$ cat config.mk
export PLATFORM = sky130hd
export DESIGN_NAME = resp_demux1_2
export DESIGN_NICKNAME = d
export VERILOG_FILES = /design/src/rtl/resp_demux1_2_pkg.sv /design/src/rtl/resp_demux1_2_fifo.sv /design/src/rtl/resp_demux1_2.sv
export SDC_FILE = /design/constraint.sdc
export NUM_CORES = 1
export LEC_CHECK = 0
export ABC_AREA = 1
export BUFFER_PORTS_ARGS = -buffer_cell sky130_fd_sc_hd__buf_2
export CAP_MARGIN = 5
export CORE_MARGIN = 2
export CORE_UTILIZATION = 40
export DETAILED_ROUTE_END_ITERATION = 10
export PLACE_DENSITY = 0.66
export SLEW_MARGIN = 20
export SYNTH_ARGS = -nofsm -noshare
export SYNTH_HDL_FRONTEND = slang
export SYNTH_SLANG_ARGS = --single-unit
$ cat constraint.sdc
create_clock -name clk -period 5.3 [get_ports clk]
set_clock_uncertainty 0.2 [all_clocks]
set_input_delay 1.06 -clock clk [delete_from_list [all_inputs] [get_ports clk]]
set_output_delay 1.06 -clock clk [all_outputs]
set_load 0.005 [all_outputs]
$ cat src/rtl/resp_demux1_2_pkg.sv
// Shared definitions for the resp_demux1_2 response demultiplexer.
// Holds the default data width, the select encoding and the default
// per-destination FIFO depth.
package resp_demux1_2_pkg;

  // Default payload width of the response stream.
  localparam int DATA_W = 32;

  // Select encoding, matching the datapath 2:1 mux polarity.
  localparam logic SEL_A = 1'b1;
  localparam logic SEL_B = 1'b0;

  // Default number of entries in each destination FIFO.
  localparam int DEMUX_DEPTH_DEFAULT = 2;

endpackage : resp_demux1_2_pkg

$ cat src/rtl/resp_demux1_2_fifo.sv
// resp_fifo: small first-word fall-through FIFO for one demux destination.
// Ports:
//   clk, reset    - rising-edge clock, async active-high reset
//   flush         - synchronous clear of pointers and count (storage kept)
//   push          - write push_data at this edge (ignored when full/flush)
//   push_data     - payload to store
//   pop           - consumer accepts head (ignored when empty/flush)
//   full          - FIFO holds DEPTH entries
//   valid, data   - head present / head payload (mem[rd_ptr])
//   count         - occupancy, 0..DEPTH
module resp_fifo #(
  parameter int WIDTH = 32,
  parameter int DEPTH = 2
) (
  input  logic                     clk,
  input  logic                     reset,
  input  logic                     flush,
  input  logic                     push,
  input  logic [WIDTH-1:0]         push_data,
  input  logic                     pop,
  output logic                     full,
  output logic                     valid,
  output logic [WIDTH-1:0]         data,
  output logic [$clog2(DEPTH):0]   count
);

  localparam int PTR_W = $clog2(DEPTH);
  localparam int CNT_W = PTR_W + 1;
  localparam logic [PTR_W-1:0] PTR_ONE  = PTR_W'(1'b1);
  localparam logic [CNT_W-1:0] CNT_ONE  = CNT_W'(1'b1);
  localparam logic [CNT_W-1:0] CNT_FULL = CNT_W'(DEPTH);

  logic [WIDTH-1:0] mem_r [DEPTH];
  logic [PTR_W-1:0] wr_ptr_r;
  logic [PTR_W-1:0] rd_ptr_r;
  logic [CNT_W-1:0] count_r;
  logic             push_en_s;
  logic             pop_en_s;

  // Qualify push/pop: flush wins over both, and full/empty block them.
  always_comb begin
    push_en_s = 1'b0;
    pop_en_s  = 1'b0;
    if (flush) begin
      push_en_s = 1'b0;
      pop_en_s  = 1'b0;
    end else begin
      push_en_s = push && (count_r != CNT_FULL);
      pop_en_s  = pop && (count_r != {CNT_W{1'b0}});
    end
  end

  // Storage, pointers and occupancy.
  always_ff @(posedge clk or posedge reset) begin
    if (reset) begin
      mem_r    <= '{default: '0};
      wr_ptr_r <= {PTR_W{1'b0}};
      rd_ptr_r <= {PTR_W{1'b0}};
      count_r  <= {CNT_W{1'b0}};
    end else if (flush) begin
      // Storage is deliberately left intact; only bookkeeping clears.
      wr_ptr_r <= {PTR_W{1'b0}};
      rd_ptr_r <= {PTR_W{1'b0}};
      count_r  <= {CNT_W{1'b0}};
    end else begin
      if (push_en_s) begin
        mem_r[wr_ptr_r] <= push_data;
        wr_ptr_r        <= wr_ptr_r + PTR_ONE;
      end
      if (pop_en_s) begin
        rd_ptr_r <= rd_ptr_r + PTR_ONE;
      end
      case ({push_en_s, pop_en_s})
        2'b10:   count_r <= count_r + CNT_ONE;
        2'b01:   count_r <= count_r - CNT_ONE;
        default: count_r <= count_r;
      endcase
    end
  end

  assign full  = (count_r == CNT_FULL);
  assign valid = (count_r != {CNT_W{1'b0}});
  assign data  = mem_r[rd_ptr_r];
  assign count = count_r;

endmodule : resp_fifo

$ cat src/rtl/resp_demux1_2.sv
// resp_demux1_2: registered 1:2 demultiplexer with valid/ready handshakes.
// Routes each input beat to port A (in_sel=1) or port B (in_sel=0), each
// backed by its own FIFO so a stalled consumer never blocks the other.
// Ports:
//   clk, reset                 - clock, async active-high reset
//   flush                      - synchronous clear of both FIFOs
//   in_valid/in_ready/in_sel/in_data - input handshake, select, payload
//   outa_valid/outa_ready/outa_data  - port A head handshake and payload
//   outb_valid/outb_ready/outb_data  - port B head handshake and payload
//   a_count, b_count           - per-destination occupancy
module resp_demux1_2
  import resp_demux1_2_pkg::*;
#(
  parameter int WIDTH = DATA_W,
  parameter int DEPTH = DEMUX_DEPTH_DEFAULT
) (
  input  logic                   clk,
  input  logic                   reset,
  input  logic                   flush,
  input  logic                   in_valid,
  output logic                   in_ready,
  input  logic                   in_sel,
  input  logic [WIDTH-1:0]       in_data,
  output logic                   outa_valid,
  input  logic                   outa_ready,
  output logic [WIDTH-1:0]       outa_data,
  output logic                   outb_valid,
  input  logic                   outb_ready,
  output logic [WIDTH-1:0]       outb_data,
  output logic [$clog2(DEPTH):0] a_count,
  output logic [$clog2(DEPTH):0] b_count
);

  logic a_full_s;
  logic b_full_s;
  logic sel_full_s;
  logic push_a_s;
  logic push_b_s;

  // Ready follows the selected FIFO's full flag only; a same-cycle pop on a
  // full FIFO does not open it (no bypass), keeping in_ready off the
  // consumer-ready path.
  always_comb begin
    sel_full_s = 1'b0;
    push_a_s   = 1'b0;
    push_b_s   = 1'b0;
    if (in_sel == SEL_A) begin
      sel_full_s = a_full_s;
    end else begin
      sel_full_s = b_full_s;
    end
    in_ready = !flush && !reset && !sel_full_s;
    if (in_valid && in_ready) begin
      push_a_s = (in_sel == SEL_A);
      push_b_s = (in_sel == SEL_B);
    end else begin
      push_a_s = 1'b0;
      push_b_s = 1'b0;
    end
  end

  resp_fifo #(.WIDTH(WIDTH), .DEPTH(DEPTH)) u_fifo_a (
    .clk       (clk),
    .reset     (reset),
    .flush     (flush),
    .push      (push_a_s),
    .push_data (in_data),
    .pop       (outa_ready),
    .full      (a_full_s),
    .valid     (outa_valid),
    .data      (outa_data),
    .count     (a_count)
  );

  resp_fifo #(.WIDTH(WIDTH), .DEPTH(DEPTH)) u_fifo_b (
    .clk       (clk),
    .reset     (reset),
    .flush     (flush),
    .push      (push_b_s),
    .push_data (in_data),
    .pop       (outb_ready),
    .full      (b_full_s),
    .valid     (outb_valid),
    .data      (outb_data),
    .count     (b_count)
  );

endmodule : resp_demux1_2

==> out/qor.txt <==
Die ar.: 0.0163 mm^2
Hold-fix buffers, CTS: 0
CP Max Fanout: 23
Netlist Area Pre-Place: 0.00612 mm^2
Most frequent CP cell: nand2_1
Status: completed
Period utilization: 0.580
Dpl hpwl: 8.46 mm
Postcts setup bufs: 0
Initial Utilization: 0.405
CTS tree: built
IO buf count: 109
CTS sink count: 136
GPL Wtd Cong: 0.778
Power density over the cells: 498 mW/mm^2
#FFs+latches synth: 136
Final WS setup: 2.23 ns
Post-synth net total: 764
Cell chain of the critical path: clkinv_1 > buf_4 > nand2_1 > nand2_1 > buf_2
Most frequent cells in the layout: 237 x nand2_1, 135 x dfrtp_1, 109 x buf_2, 72 x inv_1, 65 x o21ai_0
Fillers: 1517
Adder-cell share of the synthesized area: 0
Max IR drop VDD: 0.000304 V
Syn avg cell area: 8.44 um^2
Die width: 128 um
Crit path DAT: 1.81 ns
Part of the power in combinational logic: 0.263
GRT Util Overall: 0.176
Worst path max stage delay: 0.38 ns
I/O pin total: 110
Clock slew at reported path FFs: 0.06 ns
Fin nets: 858
Global route overflow: 0
Slew Limit Fails: 0
DR vias: 4815
Number of detailed-route iterations in the first pass: 5
Wirelength per Cell: 13.3 um
CP top delay family: buffers and inverters
First-pass GRT wire length: 22.5 mm
Psw: 1140 uW
Seq pwr share: 0.423
Crit Path Class: reg -> out
Initial antenna violation count: 0
Commonest non-fill, non-tap cell in the layout: nand2_1
Buf/Inv on CP: 3
Total Routed Length: 13.5 mm
Minimum clock period: 3.07 ns
CP Capture Type: primary output
Area delta synth->final: 19.5%
Antenna Cells: 0
Largest net degree at the start of global routing: 80
ANT nets after route: 0
Pleak: 0.00381 uW
Cells after synthesis: 725
Internal power: 2500 uW
RSZ-0062 raised after global routing: false
Num CTS Buffers: 17
Worst-Margin Slew: 0.909 ns
H-tree depth: 4
Worst path required time: 4.04 ns
CTS max path bufs: 2
Rel. slew slack: 0.394
Hold crit path type: reg -> reg
# rows: 45
Largest family of logic cells by synthesized area: simple AND/OR/NAND/NOR gates
Post-synthesis sequential area ratio: 0.556
Core footprint: 0.0151 mm^2
Fin Setup TNS: 0 ns
Crit-path slowest cell: buf_4
Dpl cells: 987
Post-synthesis mux area share: 0
Worst skew pair latency: 0.41 ns
Switch share: 0.314
Post-synthesis compound-gate area fraction: 0.152
Vias per std cell: 4.73
# setup viols final: 0
DP Worst Slack: 1.81 ns
Yosys warnings: 0
Distinct cells, synth: 25
Remaining DRCs: 0
Max Cap Viol: 0
Finished Layout Cells: 1019
Clock power share: 0.313
Post-synthesis simple-gate area fraction: 0.199
Final hold slack: 0.278 ns
Initial drt markers: 317
Share of layout cells above drive strength 1: 0.235
Root buffer cell: clkbuf_16
Post_cts resized: 0
Vias in the first global route: 4467
Die height: 128 um
CP Launch Type: flop
Final Hold Fails: 0
Post-synthesis xor/xnor area fraction: 0.00143
Max frequency: 0.325 GHz
[power groups by stage]
stage / sequential, uW / combinational [uW] / clock [uW]
after detailed placement: 1550 / 973 / 0
after CTS: 1540 / 976 / 1170
after global placement: 1550 / 956 / 0
after floorplan: 1480 / 641 / 0
final: 1540 / 958 / 1140
after global routing: 1580 / 1110 / 1220
[final timing paths]
kind | startpoint | to | slack (ns) | depth (start not counted)
max | u_fifo_b.rd_ptr_r$_DFFE_PP0P_ | outb_data[30] | 2.23 | 5
min reg2reg | u_fifo_b.mem_r[39]$_DFFE_PP0P_ | u_fifo_b.mem_r[39]$_DFFE_PP0P_ | 0.28 | 2
max reg2reg | u_fifo_a.count[1]$_DFFE_PP0P_ | u_fifo_a.mem_r[11]$_DFFE_PP0P_ | 2.97 | 6
min in group asynchronous | reset | u_fifo_a.rd_ptr_r$_DFFE_PP0P_ | 0.50 | 2
min | u_fifo_b.mem_r[39]$_DFFE_PP0P_ | u_fifo_b.mem_r[39]$_DFFE_PP0P_ | 0.28 | 2
max in group asynchronous | reset | u_fifo_b.mem_r[44]$_DFFE_PP0P_ | 3.33 | 4
[cell families (layout without fill, tap and decap cells)]
| kind of cell | after synthesis | count (layout) |
|---|---|---|
| buffers and inverters | 119 | 225 |
| AND/OR/NAND/NOR | 301 | 301 |
| flip-flops | 136 | 136 |
| AO/OA/AOI/OAI | 168 | 168 |
| XOR/XNOR | 1 | 1 |
[per-stage QoR]
| step | instance area (um^2) | total power, uW | utilization |
|---|---|---|---|
| 6_report | 7310 | 3640 | 0.484 |
| 5_1_grt | 7310 | 3910 | 0.484 |
| 4_1_cts | 7270 | 3680 | 0.482 |
| 3_5_place_dp | 6700 | 2520 | 0.444 |
| 3_3_place_gp | 6700 | 2500 | 0.444 |
| 2_1_floorplan | 6120 | 2120 | - |
[per-layer routing]
metal,global-route usage,share of wire
met2,0.259,0.44
met3,0.0438,0.042
met1,0.256,0.50
met4,0.0621,0.015
met5,0,0
[cell usage after synthesis]
| cell type | count | area share |
|---|---|---|
| o21bai_1 | 1 | 0.0012 |
| nand3b_1 | 1 | 0.0012 |
| o21ai_0 | 65 | 0.053 |
| o21ai_1 | 45 | 0.037 |
| buf_2 | 10 | 0.0082 |
| nor2_1 | 36 | 0.022 |
| xor2_1 | 1 | 0.0014 |
| nor2_4 | 1 | 0.0018 |
| nor2_2 | 1 | 0.0010 |
| inv_1 | 73 | 0.045 |
| o21ai_2 | 22 | 0.032 |
| nand4_4 | 1 | 0.0035 |
| clkinv_1 | 1 | 0.00061 |
| a21oi_1 | 33 | 0.027 |
| nand2_1 | 238 | 0.15 |
| nand4_2 | 1 | 0.0020 |
| dfrtp_1 | 136 | 0.56 |
| buf_4 | 5 | 0.0061 |
| clkbuf_1 | 15 | 0.0092 |
| nand2_2 | 17 | 0.017 |
| nand3_1 | 5 | 0.0041 |
| a21boi_0 | 1 | 0.0012 |
| a21oi_2 | 1 | 0.0014 |
| inv_2 | 5 | 0.0031 |
| buf_6 | 10 | 0.018 |
[tightest hold or removal path: stages, from the launching register on]
cell and delay (ns):
dfrtp_1 0.34, nand2_1 0.06, o21ai_2 0.05
[cell type report]
class,count,area [um^2],share of cell area
inverter,79,302,0.0413
clock buffer,23,478,0.0654
tap,188,235,0.0322
clock inverter,8,96.3,0.0132
timing repair buffer,115,611,0.0836
multi-input combinational,470,2180,0.298
sequential,136,3410,0.466
[sequential cells by signal, summed over array words and instances, names as in the netlist]
name / count
u_fifo_a.rd_ptr_r: 1
u_fifo_a.mem_r: 64
u_fifo_b.mem_r: 64
u_fifo_b.count: 2
u_fifo_b.wr_ptr_r: 1
u_fifo_b.rd_ptr_r: 1
u_fifo_a.count: 2
u_fifo_a.wr_ptr_r: 1
Power figures use the tool's default switching activity.
